**src/rtl/gate_test_sequencer.sv**
```systemverilog
// Walks {a,b} through 00,01,10,11, lets the gate under test settle, then
// checks all seven gate outputs and records pass/fail details for the run.
module gate_test_sequencer #(
  parameter int unsigned SETTLE_CYCLES = 1
) (
  input  logic       i_clk,
  input  logic       i_rst,
  input  logic       i_start,
  input  logic [6:0] i_y,
  output logic       o_a,
  output logic       o_b,
  output logic       o_busy,
  output logic       o_done,
  output logic       o_pass,
  output logic [2:0] o_err_cnt,
  output logic [6:0] o_fail_mask,
  output logic [1:0] o_first_fail,
  output logic       o_fail_valid
);

  localparam int unsigned CNT_W   = 4;
  localparam int unsigned ERR_W   = 3;
  localparam int unsigned GATES_W = 7;
  localparam logic [CNT_W-1:0] CNT_LAST = CNT_W'(SETTLE_CYCLES - 1);
  localparam logic [ERR_W-1:0] ERR_MAX  = ERR_W'(4);

  typedef enum logic [1:0] {
    IDLE   = 2'd0,
    SETTLE = 2'd1,
    CHECK  = 2'd2,
    DONE   = 2'd3
  } state_e;

  state_e               state_q;
  logic [1:0]           idx_q;
  logic [CNT_W-1:0]     cnt_q;
  logic                 a_q, b_q;
  logic                 busy_q, done_q, pass_q, fail_valid_q;
  logic [ERR_W-1:0]     err_q;
  logic [GATES_W-1:0]   mask_q;
  logic [1:0]           first_q;

  logic [GATES_W-1:0]   exp_c;
  logic [GATES_W-1:0]   miss_c;
  logic                 fail_c;
  logic [ERR_W-1:0]     err_d;
  logic [1:0]           idx_d;

  // Reference truth table for the vector currently applied.
  always_comb begin
    exp_c  = '0;
    exp_c  = {~(a_q ^ b_q), a_q ^ b_q, ~(a_q | b_q), ~(a_q & b_q),
              a_q | b_q, a_q & b_q, ~a_q};
    miss_c = i_y ^ exp_c;
    fail_c = |miss_c;
    err_d  = (fail_c && (err_q != ERR_MAX)) ? err_q + ERR_W'(1) : err_q;
    idx_d  = idx_q + 2'd1;
  end

  always_ff @(posedge i_clk) begin
    if (i_rst) begin
      state_q      <= IDLE;
      idx_q        <= '0;
      cnt_q        <= '0;
      a_q          <= 1'b0;
      b_q          <= 1'b0;
      busy_q       <= 1'b0;
      done_q       <= 1'b0;
      pass_q       <= 1'b0;
      err_q        <= '0;
      mask_q       <= '0;
      first_q      <= '0;
      fail_valid_q <= 1'b0;
    end else begin
      done_q <= 1'b0;
      case (state_q)
        IDLE: begin
          if (i_start) begin
            state_q      <= SETTLE;
            idx_q        <= '0;
            cnt_q        <= '0;
            a_q          <= 1'b0;
            b_q          <= 1'b0;
            busy_q       <= 1'b1;
            pass_q       <= 1'b0;
            err_q        <= '0;
            mask_q       <= '0;
            first_q      <= '0;
            fail_valid_q <= 1'b0;
          end
        end
        SETTLE: begin
          if (cnt_q == CNT_LAST) begin
            state_q <= CHECK;
          end else begin
            cnt_q <= cnt_q + CNT_W'(1);
          end
        end
        CHECK: begin
          if (fail_c) begin
            err_q  <= err_d;
            mask_q <= mask_q | miss_c;
            if (!fail_valid_q) begin
              first_q      <= idx_q;
              fail_valid_q <= 1'b1;
            end
          end
          if (idx_q != 2'd3) begin
            idx_q   <= idx_d;
            a_q     <= idx_d[1];
            b_q     <= idx_d[0];
            cnt_q   <= '0;
            state_q <= SETTLE;
          end else begin
            state_q <= DONE;
            done_q  <= 1'b1;
            pass_q  <= (err_d == '0);
          end
        end
        DONE: begin
          state_q <= IDLE;
          busy_q  <= 1'b0;
        end
        default: begin
          state_q <= IDLE;
          busy_q  <= 1'b0;
        end
      endcase
    end
  end

  assign o_a          = a_q;
  assign o_b          = b_q;
  assign o_busy       = busy_q;
  assign o_done       = done_q;
  assign o_pass       = pass_q;
  assign o_err_cnt    = err_q;
  assign o_fail_mask  = mask_q;
  assign o_first_fail = first_q;
  assign o_fail_valid = fail_valid_q;

endmodule

```
**config.mk**
```make
export PLATFORM = sky130hd
export DESIGN_NAME = gate_test_sequencer
export DESIGN_NICKNAME = d
export VERILOG_FILES = /design/src/rtl/gate_test_sequencer.sv
export SDC_FILE = /design/constraint.sdc
export NUM_CORES = 1
export LEC_CHECK = 0
export BUFFER_PORTS_ARGS = -buffer_cell sky130_fd_sc_hd__buf_2
export CAP_MARGIN = 20
export CORE_ASPECT_RATIO = 1.5
export CORE_MARGIN = 2
export CORE_UTILIZATION = 40
export DETAILED_ROUTE_END_ITERATION = 10
export GPL_TIMING_DRIVEN = 0
export PLACE_DENSITY = 0.72
export SYNTH_ARGS = -nofsm -noshare
export SYNTH_HDL_FRONTEND = slang
export SYNTH_SLANG_ARGS = --single-unit
export TNS_END_PERCENT = 50
```
**constraint.sdc**
```tcl
create_clock -name i_clk -period 2.1 [get_ports i_clk]
set_clock_uncertainty 0.05 [all_clocks]
set_input_delay 0.21 -clock i_clk [delete_from_list [all_inputs] [get_ports i_clk]]
set_output_delay 0.21 -clock i_clk [all_outputs]
set_load 0.05 [all_outputs]
```
==> summary.md, run 1 <==
| Metric | Value |
|---|---|
| Vias | 1121 |
| Failing checks | setup timing |
| Static leakage | 0.612 nW |
| Max-Cap Viols | 0 |
| Final WS setup | -36.5 ps |
| Final period util | 102% |
| Pre-CTS setup slack | -102 ps |
| DIE AREA | 0.00352 sq mm |
| Ant diodes | 0 |
| Yosys reg bits | 24 |
| Leading register cell type out of synthesis | dfxtp_1 |
| Routed Antenna Nets | 0 |
| Yosys warns | 0 |
| Layout cell share with drive strength beyond 1 | 27.0% |
| Routed len/inst | 13.0 um |
| Max transition margin | 53.9% |
| R2R depth | 6 |
| Antenna violations before repair | 0 |
| Netlist Area Pre-Place | 0.00122 sq mm |
| Layout area overhead | 23.8% |
| Gpl congestion | 0.786 |
| Worst-skew pair later-pin latency | 260 ps |
| CP max FO | 4 |
| Worst r2r dst | o_pass |
| Initial DRC count | 23 |
| DP HPWL | 2.11 mm |
| Syn avg cell area | 8.55 sq um |
| Number of synthesized flops with an enable pin | 0 |
| Largest delay share family, worst path | compound AO/OA/AOI/OAI gates |
| Clock buffer count from CTS | 3 |
| Critical path's slowest cell | or3b_4 |
| Hold path depth | 4 |
| DR DRC count | 0 |
| CTS HTree Levels | 1 |
| Arrival time at the worst endpoint | 2250 ps |
| Num ports | 28 |
| Reg2reg start | o_a |
| Final design utilization | 52.0% |
| Num Clock Sinks | 24 |
| CP max stage delay | 400 ps |
| CTS root buffer | clkbuf_8 |
| Std cell rows | 24 |
| Die Y | 71.7 um |
| Drt total wl | 2.77 mm |
| Seq/Total Area, Yosys | 39.3% |
| Required @ worst endpoint | 2210 ps |
| Hold endpoint | o_fail_mask[3] |
| Fmax achieved | 468 MHz |
| Post-CTS Hold Fix Bufs | 0 |
| Port Buffer Count | 26 |
| Core area | 0.00291 sq mm |
| Least-Margin Pin Slew | 690 ps |
| Crit. End Element | flop |
| First-pass GRT wire length | 4.69 mm |
| Status | finished, violations left |
| FF-to-FF setup slack | -40 ps |
| Unrepaired setup endpoints after global routing | yes |
| Number of global-route vias before repair | 1091 |
| Maximum vdd drop | 241 uV |
| Min-delay src | i_y[3] |
| Most frequent cells in the layout | 26 x buf_2, 22 x dfxtp_1, 19 x nor2_1, 16 x a21oi_1 |
| Global-route usage over all layers | 16.6% |
| Final #Nets | 191 |
| Grt total ovfl | 0 |
| Drt via density | 5.26 |
| Clock transition at the registers of the reported paths | 80 ps |
| CTS tree | yes |
| Die X | 49.1 um |
| Startpoint class of the critical path | flop |
| Initial Util | 42.0% |
| Crit path buffers/inverters | 0 |
| Clk buf depth | 2 |
| Async set or reset register ratio after synthesis | 0% |
| Fin. max-slew vios | 0 |
| Post-layout min period | 2140 ps |
| Hold Violations, Final | 0 |
| PD cells | 598 mW/mm^2 |
| WS Path Type | reg -> reg |
| Commonest non-fill, non-tap cell in the layout | buf_2 |
| Crit path cell chain | ha_4, or3b_4, a211oi_4, a21bo_2, mux2_4, a31o_1 |
| Post-synth cell types | 39 |
| Finish-stage setup viols | 1 |
| Mapped Nets | 159 |
| Drt pass-1 iters | 4 |
| Synth Instances | 143 |
| HP Class | in -> reg |
| Maximum number of pins on one net before global-route repair | 14 |
| Total power | 0.906 mW |
## repair_timing
item	CTS	global route
pin swaps	3	0
gates resized for setup	5	0
endpoints found under the setup margin	3	3
buffers inserted	1	0
## layer usage
layer | routed length, um | global-route usage [%] | part of all wire (%) | vias to the layer above
li1 | - | - | - | 555
met1 | 1150 | 18.1 | 42 | 533
met2 | 1470 | 32.1 | 53 | 28
met3 | 113 | 2.29 | 4.1 | 5
met4 | 36 | 5.08 | 1.3 | 0
met5 | 0 | 0 | 0 | -
## kinds of logic after synthesis
logic type | after synthesis | synth area share [%]
compound gates | 39 | 20.9
fa+ha+maj | 6 | 6.14
xor+xnor | 9 | 6.45
buf+inv | 13 | 4.09
flops | 24 | 39.3
simple gates | 50 | 21.0
mux | 2 | 2.15
## how the worst max path moves through the flow
stage / startpoint / endpoint / slack, ps / cells after the start
floorplan: idx_q[0] / o_pass / 9 / 6
global placement: idx_q[0] / o_pass / -60 / 6
detailed placement: idx_q[0] / o_pass / -100 / 6
CTS: o_a / o_pass / -30 / 6
global route: o_a / o_err_cnt[2] / -110 / 7
finish: o_a / o_pass / -40 / 6
## report_power, final
group	internal, mW	total (mW)	switching (mW)
registers	0.464	0.472	0.00833
logic	0.0535	0.153	0.0994
clock network	0.136	0.281	0.145
total	0.653	0.906	0.253
## flip-flops by register name, summed over array words and instances (netlist names)
register / count
o_a: 1
o_fail_mask: 7
o_busy: 1
o_first_fail: 2
cnt_q: 4
o_pass: 1
o_done: 1
state_q: 2
o_fail_valid: 1
o_err_cnt: 3
idx_q: 1
## Yosys cell counts (2+ instances only)
cell      number  share of area [%]
a21oi_1       17                7.0
a22o_1         2                1.4
clkbuf_1       5                1.5
dfxtp_1       24                 39
ha_1           6                6.1
inv_1          7                2.1
nand2_1        5                1.5
nand2b_1       4                2.0
nand3_1        5                2.0
nand3b_1       2                1.2
nor2_1        19                5.8
nor2b_1        3                1.5
nor3_1         4                1.6
nor3b_1        2                1.2
o21ai_0        3                1.2
o21bai_1       3                1.8
o31ai_1        2                1.2
or3b_1         2                1.4
xnor2_1        6                4.3
xor2_1         3                2.1
## layout make-up
cell class / instances / area, sq um
Inverter: 7 / 28.8
Multi-Input combinational cell: 106 / 739
Fill cell: 284 / 1400
Buffer: 6 / 26.3
Tap cell: 39 / 48.8
Clock buffer: 4 / 45.0
Sequential cell: 24 / 488
Timing Repair Buffer: 27 / 138
## worst register-to-register path, cell delays in order, from the launching register on
cell and delay (ps):
dfxtp_4 380, ha_4 160, or3b_4 400, a211oi_4 350, a21bo_2 210, mux2_4 300
a31o_1 200
## stage by stage
stage,hold WS [ps],instance area (sq um),setup TNS [ps],instances
2_1_floorplan,371,1260,0,143
3_3_place_gp,392,1440,-60.8,208
3_5_place_dp,402,1440,-104,208
4_1_cts,273,1510,-25.6,213
5_1_grt,298,1510,-304,213
6_report,276,1510,-36.5,213
Power figures use the tool's default switching activity.
==> run 2: changes to the inputs <==
CELL_PAD_IN_SITES_DETAIL_PLACEMENT = 1   (was not set)
CELL_PAD_IN_SITES_GLOBAL_PLACEMENT = 1   (was not set)
CORE_UTILIZATION = 35   (was 40)
PLACE_DENSITY = 0.81   (was 0.72)
REMOVE_ABC_BUFFERS = 1   (was not set)
==> run 2 against run 1 <==
Against the previous run: the run still ends with setup timing left; routed wire length is 22% higher; utilization is 6.1 points lower; worst setup slack better by 13 ps; flip-flop and latch count stayed put; via count is 3.0% higher; global-route usage is 2.8 points higher; first-iteration DRC count is 83% higher; combinational power hardly changed.
==> summary.md, run 2 (synthesis results as in run 1) <==
| Metric | Value |
|---|---|
| Status | finished, violations left |
| Failing checks | setup timing |
| Final #Nets | 189 (-1.0%) |
| Max-Cap Viols | 0 (unchanged) |
| Maximum number of pins on one net before global-route repair | 19 (+5) |
| Met2 usage in global routing | 35.7% (+3.6 points) |
| CP max FO | 4 (unchanged) |
| Layout area overhead | 27.0% |
| CTS root buffer | clkbuf_8 |
| Fin. max-slew vios | 0 (unchanged) |
| Static leakage | 0.630 nW (+2.9%) |
| Routed Antenna Nets | 0 (unchanged) |
| Vias | 1155 (+3.0%) |
| GR Util met1 | 20.7% (+2.5 points) |
| Largest register FFs | 7 (unchanged) |
| Initial DRC count | 42 (+83%) |
| Filler cells | 415 (+46%) |
| HP Class | in -> reg |
| Fin cells | 214 (+0.47%) |
| Final WS setup | -23.5 ps (+13.0 ps) |
| Drt total wl | 3.38 mm (+22%) |
| Post-CTS Hold Fix Bufs | 0 (unchanged) |
| Commonest non-fill, non-tap cell in the layout | buf_2 |
| Die Y | 76.4 um (+6.5%) |
| Final period util | 101% (-0.62 points) |
| Required @ worst endpoint | 2220 ps (about the same) |
| Clk buf depth | 2 (unchanged) |
| Antenna violations before repair | 0 (unchanged) |
| Clock transition at the registers of the reported paths | 90 ps (about the same) |
| Min-delay src | i_y[2] |
| Routed len/inst | 15.8 um (+22%) |
| Die X | 52.3 um (+6.3%) |
| Crit. End Element | flop |
| Crit path buffers/inverters | 0 (unchanged) |
| Core area | 0.00338 sq mm (+16%) |
| Crit. Startpoint | idx_q[0] |
| Final instance area | 0.00155 sq mm (+2.6%) |
| WS Path Type | reg -> reg |
| Max transition margin | 52.9% (-0.97 points) |
| DP HPWL | 2.33 mm (+10%) |
| Unrepaired setup endpoints after global routing | yes |
| Number of global-route vias before repair | 1260 (+15%) |
| Drt via density | 5.40 (+2.6%) |
| GR Util met3 | 1.96% (-0.33 points) |
| Most frequent cells in the layout | 27 x buf_2, 22 x dfxtp_1, 19 x nor2_1, 16 x a21oi_1, 6 x xnor2_1 |
| Fmax achieved | 471 MHz (+0.61%) |
| Total power | 0.957 mW (+5.7%) |
| CTS tree | yes |
| Ant diodes | 0 (unchanged) |
| Global-route usage over all layers | 19.4% (+2.8 points) |
| Num Clock Sinks | 24 (unchanged) |
| Largest delay share family, worst path | compound AO/OA/AOI/OAI gates |
| Std cell rows | 26 (+8.3%) |
| Crit path cell chain | ha_4, or3b_4, a211oi_4, a21bo_2, mux2_4, a31o_1 |
| Startpoint class of the critical path | flop |
| Post-layout min period | 2120 ps (-13.0 ps) |
| Maximum vdd drop | 501 uV (+110%) |
| Worst-skew pair later-pin latency | 270 ps (about the same) |
| Finish-stage setup viols | 1 (unchanged) |
| Initial Util | 36.1% (-5.8 points) |
| Setup TNS | -23.5 ps (+13.0 ps) |
| CP max stage delay | 390 ps (about the same) |
| Drt pass-1 iters | 4 (unchanged) |
| Cell Count Post-Placement | 206 (-0.96%) |
| Critical path's slowest cell | or3b_4 |
| DR DRC count | 0 (unchanged) |
| CTS HTree Levels | 1 (unchanged) |
| First-pass GRT wire length | 5.87 mm (+25%) |
| Num ports | 28 (unchanged) |
| DIE AREA | 0.00399 sq mm (+13%) |
| Least-Margin Pin Slew | 705 ps (+14.5 ps) |
| PD cells | 617 mW/mm^2 (+3.1%) |
| Clock buffer count from CTS | 3 (unchanged) |
| Port Buffer Count | 27 (+3.8%) |
| Reg2reg start | idx_q[0] |
| Grt total ovfl | 0 (unchanged) |
| Layout cell share with drive strength beyond 1 | 31.4% (+4.4 points) |
| Arrival time at the worst endpoint | 2250 ps (about the same) |
| Dpl cell area | 0.00139 sq mm (-3.7%) |
| Layer carrying the most global-route usage | met2 |
| Gpl congestion | 0.806 (+2.4%) |
| Hold Violations, Final | 0 (unchanged) |
run 2: report_power, final:
| group | total (mW) | leakage, nW | internal (mW) | switching, mW |
|---|---|---|---|---|
| clock | 0.323 | 0.0288 | 0.168 | 0.156 |
| combinational | 0.154 | 0.405 | 0.0552 | 0.0992 |
| sequential | 0.480 | 0.196 | 0.464 | 0.0157 |
run 2: worst register-to-register path, stage by stage, from the launching register on:
cell and delay, ps:
dfxtp_4 370, ha_4 160, or3b_4 390, a211oi_4 340
a21bo_2 200, mux2_4 300, a31o_1 210
run 2: final timing paths:
check / slack (ps) / end / cells past startpoint
setup reg to reg: -20 / o_pass / 6
hold reg to reg: 430 / o_fail_mask[2] / 2
setup / recovery: -20 / o_pass / 6
hold / removal: 260 / o_fail_mask[2] / 4
run 2: per-stage QoR:
stage | utilization [%] | worst slack, ps | hold WS [ps]
2_1_floorplan | - | -473 | 229
3_3_place_gp | 41.0 | -335 | 398
3_5_place_dp | 41.0 | -353 | 405
4_1_cts | 45.7 | 1.74 | 245
5_1_grt | 45.9 | -70.0 | 276
6_report | 45.9 | -23.5 | 264
run 2: metal layers:
layer  up-vias  routed length, um
met3         8                 89
met1       569               1300
met2        27               1890
met4         0                 95
li1        551                  -
met5         -                  0
run 2: layout make-up:
type / count / area, sq um / share of cell area, %
flip-flops and latches: 24 / 488 / 31.4
well taps: 42 / 52.6 / 3.38
clock buffers: 4 / 55.1 / 3.55
repair buffers: 31 / 165 / 10.6
multi-input cells: 106 / 766 / 49.3
inverters: 7 / 26.3 / 1.69
run 2: repair_timing:
action | CTS | global route
cloned | 0 | 0
gates resized for setup | 19 | 1
pin swaps | 3 | 0
setup buffers | 4 | 0
setup endpoints to repair | 10 | 4
==> run 3: changes to the inputs <==
CTS_BUF_LIST = sky130_fd_sc_hd__clkbuf_16   (was not set)
SKIP_LAST_GASP = 1   (was not set)
==> run 3 against run 2 <==
Against the previous run: the run still ends with setup timing left; flip-flop and latch count stayed put; combinational power is 6% higher; cell count is 0.93% higher; die area stayed put; global-route usage is 1.2 points lower; routed wire length is 3.0% higher; highest routed layer unchanged.
==> summary.md, run 3 (synthesis results as in run 1) <==
| Metric | Value |
|---|---|
| Maximum number of pins on one net before global-route repair | 19 (unchanged) |
| Clock buffer count from CTS | 3 (unchanged) |
| Gpl congestion | 0.806 (unchanged) |
| Final #Nets | 191 (+1.1%) |
| Clk pwr share | 39.4% (+5.6 points) |
| CP max stage delay | 420 ps (+30 ps) |
| Drt total wl | 3.48 mm (+3.0%) |
| Initial DRC count | 16 (-62%) |
| Die X | 52.3 um (unchanged) |
| Max transition margin | 51.5% (-1.4 points) |
| Fmax achieved | 470 MHz (-0.12%) |
| Status | finished, violations left |
| CTS tree | yes |
| Cell Count Post-Placement | 206 (unchanged) |
| Global-route usage over all layers | 18.2% (-1.2 points) |
| HP Class | in -> reg |
| Vias | 1148 (-0.61%) |
| Routed len/inst | 16.1 um (+2.0%) |
| DR DRC count | 0 (unchanged) |
| Largest register FFs | 7 (unchanged) |
| Drt via density | 5.31 (-1.5%) |
| Ant diodes | 0 (unchanged) |
| Crit. End Element | flop |
| Finish-stage setup viols | 1 (unchanged) |
| Largest delay share family, worst path | compound AO/OA/AOI/OAI gates |
| Failing checks | setup timing |
| Layout area overhead | 31.3% |
| Required @ worst endpoint | 2200 ps (-20 ps) |
| Crit path buffers/inverters | 1 (+1) |
| PD cells | 660 mW/mm^2 (+7.1%) |
| Layout cell share with drive strength beyond 1 | 31.0% (-0.36 points) |
| DP HPWL | 2.33 mm (unchanged) |
| Routed Antenna Nets | 0 (unchanged) |
| Hold Violations, Final | 0 (unchanged) |
| Num Clock Sinks | 24 (unchanged) |
| Max-Cap Viols | 0 (unchanged) |
| Worst-skew pair later-pin latency | 260 ps (about the same) |
| Most frequent cells in the layout | 27 x buf_2, 22 x dfxtp_1, 19 x nor2_1, 16 x a21oi_1 |
| Critical path's slowest cell | or3b_1 |
| Maximum vdd drop | 460 uV (-8.2%) |
| CTS HTree Levels | 1 (unchanged) |
| First-pass GRT wire length | 5.66 mm (-3.4%) |
| Fin cells | 216 (+0.93%) |
| Switching part of the total | 26.6% (-1.7 points) |
| Core area | 0.00338 sq mm (unchanged) |
| CP max FO | 4 (unchanged) |
| Comb pwr share | 15.4% (-0.7 points) |
| Antenna violations before repair | 0 (unchanged) |
| Num ports | 28 (unchanged) |
| Clk buf depth | 2 (unchanged) |
| Least-Margin Pin Slew | 725 ps (+20.6 ps) |
| Worst Hold Slack | 280 ps (+16.6 ps) |
| Initial Util | 36.1% (unchanged) |
| Grt total ovfl | 0 (unchanged) |
| Seq pwr share | 45.2% (-4.9 points) |
| Drt pass-1 iters | 4 (unchanged) |
| Post-CTS Hold Fix Bufs | 0 (unchanged) |
| Number of global-route vias before repair | 1195 (-5.2%) |
| Port Buffer Count | 27 (unchanged) |
| Fin. max-slew vios | 0 (unchanged) |
| Total power | 1.06 mW (+11%) |
| Static leakage | 0.652 nW (+3.6%) |
| Commonest non-fill, non-tap cell in the layout | buf_2 |
| Final period util | 101% (+0.12 points) |
| WS Path Type | reg -> reg |
| Final WS setup | -26.1 ps (-2.56 ps) |
| CTS root buffer | clkbuf_16 |
| Die Y | 76.4 um (unchanged) |
| Post-layout min period | 2130 ps (+2.56 ps) |
| Clock transition at the registers of the reported paths | 60 ps (-30 ps) |
| Crit path cell chain | inv_1, ha_4, or3b_1, a21oi_4, a21bo_2, mux2_4, a31o_1 |
| P_int | 0.778 mW (+13%) |
| DIE AREA | 0.00399 sq mm (unchanged) |
| Sw power | 0.282 mW (+4.0%) |
| Startpoint class of the critical path | flop |
| Std cell rows | 26 (unchanged) |
| Arrival time at the worst endpoint | 2230 ps (-20 ps) |
| Unrepaired setup endpoints after global routing | yes |
run 3: cell count changes in the layout (fill, tap and decap cells not counted), sizes merged:
cell and delta:
buf +2, clkbuf -1, clkinv +1
run 3: area by class of cell:
class	instances	area [sq um]
sequential	24	488
clock buffer	3	75.1
timing repair buffer	33	180
clock inverter	1	3.75
fill	410	1780
tap	42	52.6
multi-input combinational	106	779
inverter	7	26.3
run 3: stage by stage:
| stage | util, % | setup TNS [ps] | worst slack [ps] | instance area (sq um) |
|---|---|---|---|---|
| after detailed placement | 41.0 | -1590 | -353 | 1390 |
| final | 47.4 | -26.1 | -26.1 | 1610 |
| after global placement | 41.0 | -1160 | -335 | 1390 |
| after CTS | 45.8 | -97.8 | -60.2 | 1550 |
| after global routing | 47.4 | -299 | -85.4 | 1610 |
| after floorplan | - | -1720 | -473 | 1200 |
run 3: final timing paths:
kind	from	to	slack [ps]	cells past startpoint
setup reg to reg	idx_q[0]	o_pass	-30	7
hold reg to reg	o_fail_mask[3]	o_fail_mask[3]	410	2
setup / recovery	idx_q[0]	o_pass	-30	7
hold / removal	i_y[2]	o_fail_mask[2]	280	4
run 3: worst register-to-register path, delay by kind of cell, from the launching register on:
family | cells | cell delay [ps]
mux | 1 | 300
buf+inv | 1 | 80
compound gates | 3 | 620
simple gates | 1 | 420
fa+ha+maj | 1 | 180
flops | 1 | 370
run 3: power by group through the flow:
stage	registers, mW	logic [mW]	clock network (mW)
floorplan	0.514	0.0693	0
global placement	0.490	0.131	0
detailed placement	0.491	0.137	0
CTS	0.480	0.150	0.422
global route	0.481	0.177	0.447
finish	0.480	0.163	0.417
run 3: routing by layer:
layer,global-route usage (%),vias to the layer above,part of all wire (%)
met5,0,-,0
met4,3.85,0,1.3
met3,1.76,6,2.2
met2,34.2,18,57
met1,21.4,568,39
li1,-,556,-
run 3: timing repair:
item | CTS | global route
resized for setup | 16 | 5
setup endpoints to repair | 10 | 6
endpoints found under the hold margin | 0 | 0
buffers inserted | 3 | 3
pin swaps | 4 | 4
